`config.mk`:
```
export PLATFORM = sky130hd
export DESIGN_NAME = dmem_port_arbiter_flat
export DESIGN_NICKNAME = d
export VERILOG_FILES = /design/src/rtl/dmem_port_arbiter_if.sv /design/src/rtl/dmem_port_arbiter.sv /design/src/flat_wrapper.sv
export SDC_FILE = /design/constraint.sdc
export NUM_CORES = 1
export LEC_CHECK = 0
export ABC_AREA = 0
export BUFFER_PORTS_ARGS = -buffer_cell sky130_fd_sc_hd__buf_2
export CORE_MARGIN = 3
export CORE_UTILIZATION = 46
export CTS_CLUSTER_DIAMETER = 50
export CTS_CLUSTER_SIZE = 28
export DETAILED_ROUTE_END_ITERATION = 6
export PLACE_DENSITY = 0.86
export SLEW_MARGIN = 25
export SYNTH_ARGS = -nofsm -noshare
export SYNTH_HDL_FRONTEND = slang
export SYNTH_SLANG_ARGS = --single-unit
```
`constraint.sdc`:
```
create_clock -name clk_i -period 5.2 [get_ports clk_i]
set_clock_uncertainty 0.15 [all_clocks]
set_input_delay 0.78 -clock clk_i [delete_from_list [all_inputs] [get_ports clk_i]]
set_output_delay 0.78 -clock clk_i [all_outputs]
set_load 0.01 [all_outputs]
```
`src/rtl/dmem_port_arbiter_if.sv`:
```
// Bus bundle between the MEM stage, the loader/debug requester and the data memory.
// The arbiter connects through the slave modport; the environment uses master.
interface dmem_port_arbiter_if #(
  parameter int AW = 5,
  parameter int DW = 32
);
  logic          p_req;
  logic          p_we;
  logic [AW-1:0] p_addr;
  logic [DW-1:0] p_wdata;
  logic [DW-1:0] p_rdata;
  logic          p_stall;

  logic          l_req;
  logic          l_we;
  logic [AW-1:0] l_addr;
  logic [DW-1:0] l_wdata;
  logic          l_ack;
  logic [DW-1:0] l_rdata;

  logic          m_we;
  logic [AW-1:0] m_addr;
  logic [DW-1:0] m_wdata;
  logic [DW-1:0] m_rdata;

  modport master (
    output p_req, p_we, p_addr, p_wdata, l_req, l_we, l_addr, l_wdata, m_rdata,
    input  p_rdata, p_stall, l_ack, l_rdata, m_we, m_addr, m_wdata
  );

  modport slave (
    input  p_req, p_we, p_addr, p_wdata, l_req, l_we, l_addr, l_wdata, m_rdata,
    output p_rdata, p_stall, l_ack, l_rdata, m_we, m_addr, m_wdata
  );
endinterface

```
`src/rtl/dmem_port_arbiter.sv`:
```
// Data-memory port arbiter: pipeline priority, loader served via LGNT/LACK handshake.
// Optional starvation guard (wait_cnt vs MAX_WAIT) enabled by macro DMEM_ARB_STARVE_EN.
module dmem_port_arbiter #(
  parameter int AW = 5,
  parameter int DW = 32
`ifdef DMEM_ARB_STARVE_EN
  ,
  parameter int MAX_WAIT = 4
`endif
) (
  input  logic                 clk_i,
  input  logic                 rst_ni,
  dmem_port_arbiter_if.slave   bus
);

  typedef enum logic [1:0] {
    ARB  = 2'd0,
    LGNT = 2'd1,
    LACK = 2'd2
  } state_e;

  state_e        state_q, state_d;
  logic          l_win;
  logic          lwe_q;
  logic [AW-1:0] laddr_q;
  logic [DW-1:0] lwdata_q;
  logic [DW-1:0] lrdata_q;

  logic          m_we_d;
  logic [AW-1:0] m_addr_d;
  logic [DW-1:0] m_wdata_d;
  logic          p_stall_d;
  logic          l_ack_d;

`ifdef DMEM_ARB_STARVE_EN
  localparam int WW = (MAX_WAIT < 1) ? 1 : $clog2(MAX_WAIT + 1);
  localparam logic [WW-1:0] WAIT_MAX = WW'(MAX_WAIT);

  logic [WW-1:0] wait_q, wait_d;

  assign l_win = bus.l_req & (~bus.p_req | (wait_q == WAIT_MAX));

  always_comb begin
    wait_d = wait_q;
    if (state_q == ARB) begin
      if (l_win) begin
        wait_d = '0;
      end else if (bus.l_req && bus.p_req && (wait_q != WAIT_MAX)) begin
        wait_d = wait_q + 1'b1;
      end
    end
  end

  always_ff @(posedge clk_i or negedge rst_ni) begin
    if (!rst_ni) begin
      wait_q <= '0;
    end else begin
      wait_q <= wait_d;
    end
  end
`else
  assign l_win = bus.l_req & ~bus.p_req;
`endif

  always_ff @(posedge clk_i or negedge rst_ni) begin
    if (!rst_ni) begin
      state_q <= ARB;
    end else begin
      state_q <= state_d;
    end
  end

  // LACK always returns to ARB so the pipeline gets at least one cycle in three.
  always_comb begin
    state_d = state_q;
    case (state_q)
      ARB:     if (l_win) state_d = LGNT;
      LGNT:    state_d = LACK;
      LACK:    state_d = ARB;
      default: state_d = ARB;
    endcase
  end

  always_ff @(posedge clk_i or negedge rst_ni) begin
    if (!rst_ni) begin
      lwe_q    <= 1'b0;
      laddr_q  <= '0;
      lwdata_q <= '0;
      lrdata_q <= '0;
    end else begin
      if ((state_q == ARB) && l_win) begin
        lwe_q    <= bus.l_we;
        laddr_q  <= bus.l_addr;
        lwdata_q <= bus.l_wdata;
      end
      if ((state_q == LGNT) && !lwe_q) begin
        lrdata_q <= bus.m_rdata;
      end
    end
  end

  always_comb begin
    m_we_d    = bus.p_req & bus.p_we;
    m_addr_d  = bus.p_addr;
    m_wdata_d = bus.p_wdata;
    p_stall_d = 1'b0;
    l_ack_d   = 1'b0;
    case (state_q)
      LGNT: begin
        m_we_d    = lwe_q;
        m_addr_d  = laddr_q;
        m_wdata_d = lwdata_q;
        p_stall_d = bus.p_req;
      end
      LACK:    l_ack_d = 1'b1;
      default: ;
    endcase
  end

  // Reset gates the write strobe immediately so an in-flight loader write is aborted.
  assign bus.m_we    = m_we_d & rst_ni;
  assign bus.m_addr  = m_addr_d;
  assign bus.m_wdata = m_wdata_d;
  assign bus.p_stall = p_stall_d;
  assign bus.l_ack   = l_ack_d;
  assign bus.l_rdata = lrdata_q;
  assign bus.p_rdata = bus.m_rdata;

endmodule
```
`src/flat_wrapper.sv`:
```
// flat-port wrapper written by rule: the top's interface ports become plain ports
module dmem_port_arbiter_flat 
#(
  parameter int AW = 5,
  parameter int DW = 32

)
  (clk_i, rst_ni, bus_p_req, bus_p_we, bus_p_addr, bus_p_wdata, bus_l_req, bus_l_we, bus_l_addr, bus_l_wdata, bus_m_rdata, bus_p_rdata, bus_p_stall, bus_l_ack, bus_l_rdata, bus_m_we, bus_m_addr, bus_m_wdata);
  dmem_port_arbiter_if #(.AW(AW), .DW(DW)) bus_i ();
  input  logic clk_i;
  input  logic rst_ni;
  input wire logic [$bits(bus_i.p_req)-1:0] bus_p_req;
  input wire logic [$bits(bus_i.p_we)-1:0] bus_p_we;
  input wire logic [$bits(bus_i.p_addr)-1:0] bus_p_addr;
  input wire logic [$bits(bus_i.p_wdata)-1:0] bus_p_wdata;
  input wire logic [$bits(bus_i.l_req)-1:0] bus_l_req;
  input wire logic [$bits(bus_i.l_we)-1:0] bus_l_we;
  input wire logic [$bits(bus_i.l_addr)-1:0] bus_l_addr;
  input wire logic [$bits(bus_i.l_wdata)-1:0] bus_l_wdata;
  input wire logic [$bits(bus_i.m_rdata)-1:0] bus_m_rdata;
  output wire logic [$bits(bus_i.p_rdata)-1:0] bus_p_rdata;
  output wire logic [$bits(bus_i.p_stall)-1:0] bus_p_stall;
  output wire logic [$bits(bus_i.l_ack)-1:0] bus_l_ack;
  output wire logic [$bits(bus_i.l_rdata)-1:0] bus_l_rdata;
  output wire logic [$bits(bus_i.m_we)-1:0] bus_m_we;
  output wire logic [$bits(bus_i.m_addr)-1:0] bus_m_addr;
  output wire logic [$bits(bus_i.m_wdata)-1:0] bus_m_wdata;
  assign bus_i.p_req = bus_p_req;
  assign bus_i.p_we = bus_p_we;
  assign bus_i.p_addr = bus_p_addr;
  assign bus_i.p_wdata = bus_p_wdata;
  assign bus_i.l_req = bus_l_req;
  assign bus_i.l_we = bus_l_we;
  assign bus_i.l_addr = bus_l_addr;
  assign bus_i.l_wdata = bus_l_wdata;
  assign bus_i.m_rdata = bus_m_rdata;
  assign bus_p_rdata = bus_i.p_rdata;
  assign bus_p_stall = bus_i.p_stall;
  assign bus_l_ack = bus_i.l_ack;
  assign bus_l_rdata = bus_i.l_rdata;
  assign bus_m_we = bus_i.m_we;
  assign bus_m_addr = bus_i.m_addr;
  assign bus_m_wdata = bus_i.m_wdata;
  dmem_port_arbiter #(.AW(AW), .DW(DW)) u_core (.clk_i(clk_i), .rst_ni(rst_ni), .bus(bus_i));
endmodule
```
==> results by stage, run 1 <==
CTS:
- The tree is rooted in a clkbuf_8.
- Buffers added to address setup during post-CTS repair amount to 0.
- The TritonCTS sink count is 72.
- CTS built an H-tree with a depth of 3.
- The number of gates resized after cts is 0.
- The clock reaches the later pin of the worst-skew pair after 330 ps.
- Hold repair after CTS inserted 0 buffers.
- Clock-pin slew was measured on the worst setup and hold paths at 70 ps.
- Counting the buffers created by CTS gives 9.
- The clock tree buffer depth is 2.
- TritonCTS built the clock tree.

Power and ir drop:
- Of the total power, registers draw 0.458.
- The completed layout was analyzed and its total power is 1.76 mW.
- The cell-internal power is 1.24 mW.
- In this run the power density over the cells is 391 nW/um2.
- Of the total power, the share spent switching nets is 0.297.
- The clock network fraction of total power is 0.256.
- The static leakage is 2.44 nW.
- The analysis attributes to net switching a power of 0.523 mW.
- The part of the total power dissipated in combinational logic is 0.286.
- The largest vdd supply drop is 0.000190 V.

Global route:
- The maximum number of pins on one net before global-route repair is 74.
- The total global-route track usage is 0.205.
- The total overflow reported by the global router is 0.
- The number of global-route vias before repair is 2865.
- The first global-routing pass estimated 13.8 mm of wire.
- The initial antenna violation count came to 1.

Worst setup path:
- The start-to-end type of the worst setup path is reg2out.
- For this run, the slowest stage of the critical path takes 570 ps.
- The endpoint class of the critical path is an output port.
- Traced cell by cell, the critical path runs through nand2b_2, inv_1, buf_4, nand2_1, nand2_1, buf_2.
- The peak fanout along the critical path is 40.
- The most numerous cell type found on the critical path is nand2_1.
- The arrival time of the worst setup path is 2460 ps.
- At the worst endpoint, the required time is 4270 ps.
- The cell with the largest stage delay on the worst path is nand2b_2.
- STA classifies the critical path startpoint as a register.

STA:
- Setup violations remaining at the end of the flow were counted as 0.
- The time the final worst path needs with I/O delays and setup is 3390 ps.
- The final max-slew violation count is 0.
- The worst pin sits at a relative slew slack of 0.397.
- For the pin with the worst max-slew slack, the measured transition is 904 ps.
- Setup repair after global routing left no endpoint under its margin.
- After routing, the total negative slack on setup checks comes to 0 ps.
- Timing would allow up to 0.295 GHz.
- The count of endpoints failing hold in the final timing report was 0.
- The final clock period utilization by the worst path is 0.651.

Route:
- In the routed layout, each cell is associated on average with a via count of 4.70.
- The detail route stage leaves a number of antenna-violating nets equal to 0.
- In this run, the number of DRC markers left after iteration 0 of detailed routing was 100.
- The DRC violation count after routing is 0.
- The via count of the routed design is 2785.
- The number of iterations in the first detailed-routing pass is 4.
- Summed over all layers, the routed wires come to 8.48 mm.
- In the final routed layout, each cell accounts on average for 14.3 um.

Hold path:
- The min-delay analysis places its worst path in the category reg2reg.

Yosys:
- The average size of a mapped cell is 11.0 um2.
- The proportion of synthesized chip area in sequential cells is 0.531.
- Synthesis produced a netlist with a net count of 421.
- During synthesis, Yosys emitted a total of 0 warnings.
- The cell area that synthesis handed to floorplanning was 3390 um2.
- The number of distinct library cell variants in the gate-level netlist after synthesis is 16.
- The count of mapped cells out of synthesis is 309.
- The flip-flop and latch count after synthesis is 72.

Final layout:
- The number of inserted diodes is 0.
- The area growth from synthesis to layout is 32.8%.
- The count of cells in the finished layout, fillers not included, comes to 592.
- The final net count is 603.
- The final standard cell area without fillers is 4510 um2.
- The share of layout cells above drive strength 1 is 0.597.

Floorplanning:
- The die covers 8440 um2.
- The number of top-level pins is 216.
- The region available for standard cell placement spans 6980 um2.
- The floorplan die width is 91.9 um.
- The die outline height is 91.9 um.
- The effective utilization at floorplan is 0.486.
- Row generation in the floorplan step produced 30 rows.

Flow run:
- The count of maximum capacitance violations is 0.

Placement:
- During placement, the flow inserted port buffers numbering 215.
- The global placer's final weighted congestion is 0.819.
- The instance area at placement is 4300 um2.
- The half-perimeter wire length after placement is 6.53 mm.
- The number of placed instances, taps included is 576.

Status:
- The run finished with clean final reports.
## power groups by stage
stage	combinational [mW]	sequential (mW)	clock, mW
6_report	0.504	0.807	0.451
5_1_grt	0.552	0.830	0.494
4_1_cts	0.514	0.809	0.467
3_5_place_dp	0.513	0.819	0
3_3_place_gp	0.498	0.807	0
2_1_floorplan	0.246	0.857	0
## synthesized netlist by cell type
master,count,share of area
nand3_1,1,0.0015
nor2b_1,1,0.0018
buf_2,6,0.0088
nand2b_1,1,0.0018
clkbuf_1,4,0.0044
inv_1,1,0.0011
dfrtp_1,72,0.53
a21boi_0,1,0.0022
and2_1,1,0.0018
mux2_1,11,0.037
nor2_2,1,0.0018
nand2_1,112,0.12
nor4b_2,1,0.0044
mux2_2,59,0.20
buf_4,36,0.080
buf_6,1,0.0033
## through the flow
| stage | hold slack (ps) | setup WS [ps] | utilization |
|---|---|---|---|
| after floorplan | 308 | 3090 | - |
| after global placement | 314 | 2240 | 0.616 |
| after detailed placement | 326 | 2140 | 0.616 |
| after CTS | 347 | 1770 | 0.645 |
| after global routing | 362 | 1540 | 0.645 |
| final | 339 | 1810 | 0.645 |
## critical path, delay by kind of cell, from the launching register on
family / cells / cell delay, ps
buffers and inverters: 3 / 940
AND/OR/NAND/NOR: 3 / 740
flip-flops: 1 / 410
## flip-flops by register name (all words and copies together) (netlist names)
name and flops:
u_core.lwdata_q 32, u_core.bus.l_rdata 32, u_core.lwe_q 1, u_core.state_q 2, u_core.laddr_q 5
## final cells by class
| type | count | area [um2] |
|---|---|---|
| well taps | 96 | 120 |
| flip-flops and latches | 72 | 1800 |
| repair buffers | 218 | 1100 |
| multi-input cells | 189 | 1270 |
| clock buffers | 11 | 151 |
| inverters | 1 | 3.75 |
| fillers | 571 | 2480 |
| clock inverters | 5 | 55.1 |
## path summary, 6_finish.rpt
kind,depth (start not counted),end,startpoint,slack [ps]
setup / recovery,6,bus_m_wdata[11],u_core.state_q[1],1810
hold / removal,1,u_core.lwdata_q[30],u_core.lwdata_q[30],340
setup reg to reg,4,u_core.bus.l_rdata[14],u_core.state_q[1],2940
hold reg to reg,1,u_core.lwdata_q[30],u_core.lwdata_q[30],340
max in group asynchronous,1,u_core.lwdata_q[5],rst_ni,3890
min in group asynchronous,1,u_core.lwdata_q[26],rst_ni,420
## layout by cell type (no fill, tap or decap)
cell type | Yosys | final
nor2_2 | 1 | 1
nand2b_2 | 0 | 1
and2_1 | 1 | 1
nor2b_1 | 1 | 1
dfrtp_1 | 72 | 72
mux2_2 | 59 | 59
inv_1 | 1 | 1
clkbuf_8 | 0 | 11
buf_2 | 6 | 214
nand3_1 | 1 | 1
clkinvlp_4 | 0 | 2
nor4b_4 | 0 | 1
nand2_1 | 112 | 112
a21boi_0 | 1 | 1
buf_4 | 36 | 4
mux2_1 | 11 | 11
bufinv_16 | 0 | 1
clkinv_2 | 0 | 2
## cell families after synthesis
family          count (synthesis)  share of synthesized area
compound gates                  1                    0.00221
buf+inv                        48                     0.0973
flops                          72                      0.531
mux                            70                      0.232
simple gates                  118                      0.137
## per-layer routing
layer	vias to the layer above	wire length, um	GRT usage
li1	1334	-	-
met5	-	13	0
met3	10	689	0.0492
met4	2	97	0.0681
met2	134	4420	0.377
met1	1305	3260	0.232
Note: power is estimated with default switching activity, not from simulation.
==> run 2: changes to the inputs <==
--- a/config.mk
+++ b/config.mk
@@ -5,14 +5,14 @@
 export SDC_FILE = /design/constraint.sdc
 export NUM_CORES = 1
 export LEC_CHECK = 0
-export ABC_AREA = 0
+export ABC_AREA = 1
 export BUFFER_PORTS_ARGS = -buffer_cell sky130_fd_sc_hd__buf_2
 export CORE_MARGIN = 3
-export CORE_UTILIZATION = 46
+export CORE_UTILIZATION = 43
 export CTS_CLUSTER_DIAMETER = 50
 export CTS_CLUSTER_SIZE = 28
 export DETAILED_ROUTE_END_ITERATION = 6
-export PLACE_DENSITY = 0.86
+export PLACE_DENSITY = 0.8
 export SLEW_MARGIN = 25
 export SYNTH_ARGS = -nofsm -noshare
 export SYNTH_HDL_FRONTEND = slang
==> constraint.sdc (replaced) <==
create_clock -name clk_i -period 3.4 [get_ports clk_i]
set_clock_uncertainty 0.15 [all_clocks]
set_input_delay 0.51 -clock clk_i [delete_from_list [all_inputs] [get_ports clk_i]]
set_output_delay 0.51 -clock clk_i [all_outputs]
set_load 0.01 [all_outputs]
==> results by stage, run 2 <==
Worst setup path:
- The cell depth of the worst flop-to-flop path is 5.
- The critical path goes through inv_2, nor2_4, buf_4, nand2_1, nand2_1, buf_2.
- The endpoint of the worst-slack reg-to-reg timing path is u_core.lwdata_q[10].
- The arrival time of the worst setup path is 1860 ps.
- The peak fanout along the critical path is 71.
- The worst flop-to-flop path startpoint is u_core.state_q[1].
- The data required time of the critical path is 2740 ps.
- The most numerous cell on the critical path is nand2_1.
- Across all register-to-register paths, the minimum setup slack is 1510 ps.
- STA classifies the critical path startpoint as a register.
- In this design, the stage delay of the slowest critical-path cell is 540 ps.
- The cell with the largest stage delay on the worst path is buf_4.
- The start-to-end type of the worst setup path is reg2out.
- The worst setup path is captured at an output port.

STA:
- Setup repair after global routing left no endpoint under its margin.
- The count of endpoints failing hold in the final timing report is 0.
- After routing, the total negative slack on setup checks comes to 0 ps.
- The final max-slew violation count is 0.
- The relative slew slack is 0.421.
- The timing-limited maximum frequency is 0.397 GHz.
- After layout, the worst setup slack is 882 ps.
- Subtracting the final worst setup slack from the clock period gives 2520 ps.
- The setup-violating endpoint count in the final report is 0.
- The slew at the pin with the worst max-slew slack is 869 ps.
- The final clock period utilization by the worst path is 0.741.

Yosys:
- The synthesized design contains 72 register bits.
- The number of nets in the synthesized netlist is 585.
- In this run, synthesis inferred 0 flip-flops with an integrated enable.
- Of all cell types, the one taking the most synthesized area is dfrtp_1.
- Sorting the synthesized cells by area gives the leading types as dfrtp_1 (51%), nand2_1 (27%), nand3_1 (10%).
- In this run the cell area of the synthesized design comes to 3550 um2.
- By count the netlist is led by nand2_1 (254), dfrtp_1 (72), nand3_1 (71).
- The proportion of synthesized chip area in sequential cells is 0.507.
- The share of synthesized registers carrying an async set or reset is 1.00.
- The average size of a mapped cell is 7.52 um2.
- Yosys instantiated no cell more often than nand2_1.
- The number of warning messages in the yosys log is 0.
- In the synthesized netlist the dominant register cell turns out to be dfrtp_1.
- The area share of the leading cell type in the synthesized netlist is 0.507.
- Synthesis produced a netlist whose cell count is 473.
- The number of distinct library cell variants in the gate-level netlist after synthesis is 10.

Floorplanning:
- The total core area is 7890 um2.
- The number of placement rows is 32.
- For this configuration, the core starts out at a cell density of 0.451.
- From left edge to right edge, the die measures 96.9 um.
- The floorplan step defined a die boundary enclosing 9390 um2.
- 216 I/O pins were placed.
- The die is 96.9 um tall.

Power and ir drop:
- The largest vdd supply drop is 0.000162 V.
- Of the total power, registers draw 0.463.
- The share of total power dissipated in the clock network is 0.260.
- The share of total power consumed by net switching is 0.324.
- For this design the ratio of total power to cell area is 545 nW/um2.
- Internal power comes to 1.71 mW.
- Summed over all nets, the switching power comes to 0.820 mW.
- The overall power consumption is 2.53 mW.
- The part of the total power dissipated in combinational logic is 0.277.
- Summed over all cells, the static leakage comes to 2.85 nW.

Route:
- The via count of the routed design is 3549.
- Using the TritonRoute via totals, the vias-per-cell ratio works out to 4.71.
- The first-iteration detailed-routing DRC count is 134.
- The DRC violation count after routing is 0.
- The first detailed-routing pass took 4 iterations.
- The routed design has 9.30 mm of wire.
- Once detail routing completed, the nets flagged for antenna violations numbered 0.
- After detailed routing, the average wire length per cell comes to 12.4 um.

Global route:
- The first global-routing pass estimated 15.7 mm of wire.
- The initial antenna violation count is 1.
- The number of global-route vias before repair is 3337.
- The maximum number of pins on one net before global-route repair is 73.
- For this run, the total global-route usage over all layers was measured as 0.199.
- The total overflow reported by the global router is 0.

Final layout:
- The sequential cell area in the final layout is 1800 um2.
- At the end of the flow the core is filled with cells to 0.588.
- After filler insertion, the fill cell instance count of the layout stands at 732.
- The share of layout cells above drive strength 1 is 0.372.
- Summing all multi-input logic gate instances after layout gives 1350 um2.
- In the layout the commonest cells are nand2_1 (254), buf_2 (214), dfrtp_1 (72), nand3_1 (71), clkbuf_8 (10).
- The library cell used most frequently in the layout, excluding fill and tap cells, is nand2_1.
- In the final design database the tool counted 757 nets.
- The area growth from synthesis to layout is 30.5%.
- After the flow finishes, the layout carries non-filler instances totaling 753.

CTS:
- For this design, the CTS-stage hold fixing added 0 buffers.
- The clock tree buffer depth is 2.
- The TritonCTS sink count is 72.
- The clock latency on the worst-skew pair is 330 ps.
- After clock tree synthesis, the clock-pin slew on the worst setup and hold paths is 70 ps.
- The number of levels in the clock H-tree is 3.
- The tree is rooted in a clkbuf_8.
- The number of buffers created by CTS is 9.
- Gates resized during post-CTS repair numbered 0.
- In this run the post-CTS setup repair buffer count came out at 0.
- TritonCTS built the clock tree.

Placement:
- The number of input and output port buffers inserted is 215.
- Including well taps, the total number of placed cells is 736.
- The minimum setup slack after placement is 1240 ps.
- The half-perimeter wire length after placement is 6.87 mm.
- The global placer's final weighted congestion is 0.869.

Hold path:
- The classification of the worst-slack hold path is in2async.

Status:
- The flow ran to the end, and the final reports show no timing, DRC or antenna violations.

Flow run:
- The count of maximum capacitance violations is 0.
-- run 2: how the worst max path moves through the flow --
stage | slack (ps) | end | from
6_report | 880 | bus_m_addr[2] | u_core.state_q[0]
5_1_grt | 730 | bus_m_addr[1] | u_core.state_q[0]
4_1_cts | 870 | bus_m_addr[2] | u_core.state_q[0]
3_5_place_dp | 1240 | bus_m_addr[2] | u_core.state_q[0]
3_3_place_gp | 1260 | bus_m_addr[1] | u_core.state_q[1]
2_1_floorplan | 1670 | bus_m_wdata[10] | u_core.state_q[1]
-- run 2: cell families after synthesis --
logic type             synth area share
AND/OR/NAND/NOR                   0.378
buffers and inverters             0.115
flip-flops                        0.507
-- run 2: power groups by stage --
stage	registers [mW]	logic (mW)	clock network, mW
floorplan	1.23	0.351	0
finish	1.17	0.701	0.658
CTS	1.17	0.714	0.682
detailed placement	1.18	0.714	0
global placement	1.18	0.694	0
global route	1.20	0.795	0.724
-- run 2: per-stage QoR --
stage	hold slack (ps)	cell area (um2)
2_1_floorplan	64.4	3550
3_3_place_gp	306	4440
3_5_place_dp	308	4440
4_1_cts	234	4640
5_1_grt	242	4640
6_report	226	4640
-- run 2: critical path: cells and delay by family (launching register included) --
kind / cells / cell delay, ps
buf+inv: 3 / 730
flops: 1 / 410
simple gates: 3 / 350
-- run 2: area by class of cell --
cell class | count | share of cell area
timing repair buffer | 222 | 0.244
clock buffer | 11 | 0.0305
tap | 102 | 0.0275
multi-input combinational | 332 | 0.291
clock inverter | 5 | 0.0121
inverter | 8 | 0.00647
sequential | 72 | 0.388
antenna | 1 | 0.000540
-- run 2: routing by layer --
metal / share of wire / GRT usage / routed length, um
met5: 0 / 0 / 0
met4: 0.017 / 0.0713 / 159
met3: 0.082 / 0.0541 / 764
met2: 0.49 / 0.346 / 4590
met1: 0.41 / 0.236 / 3790
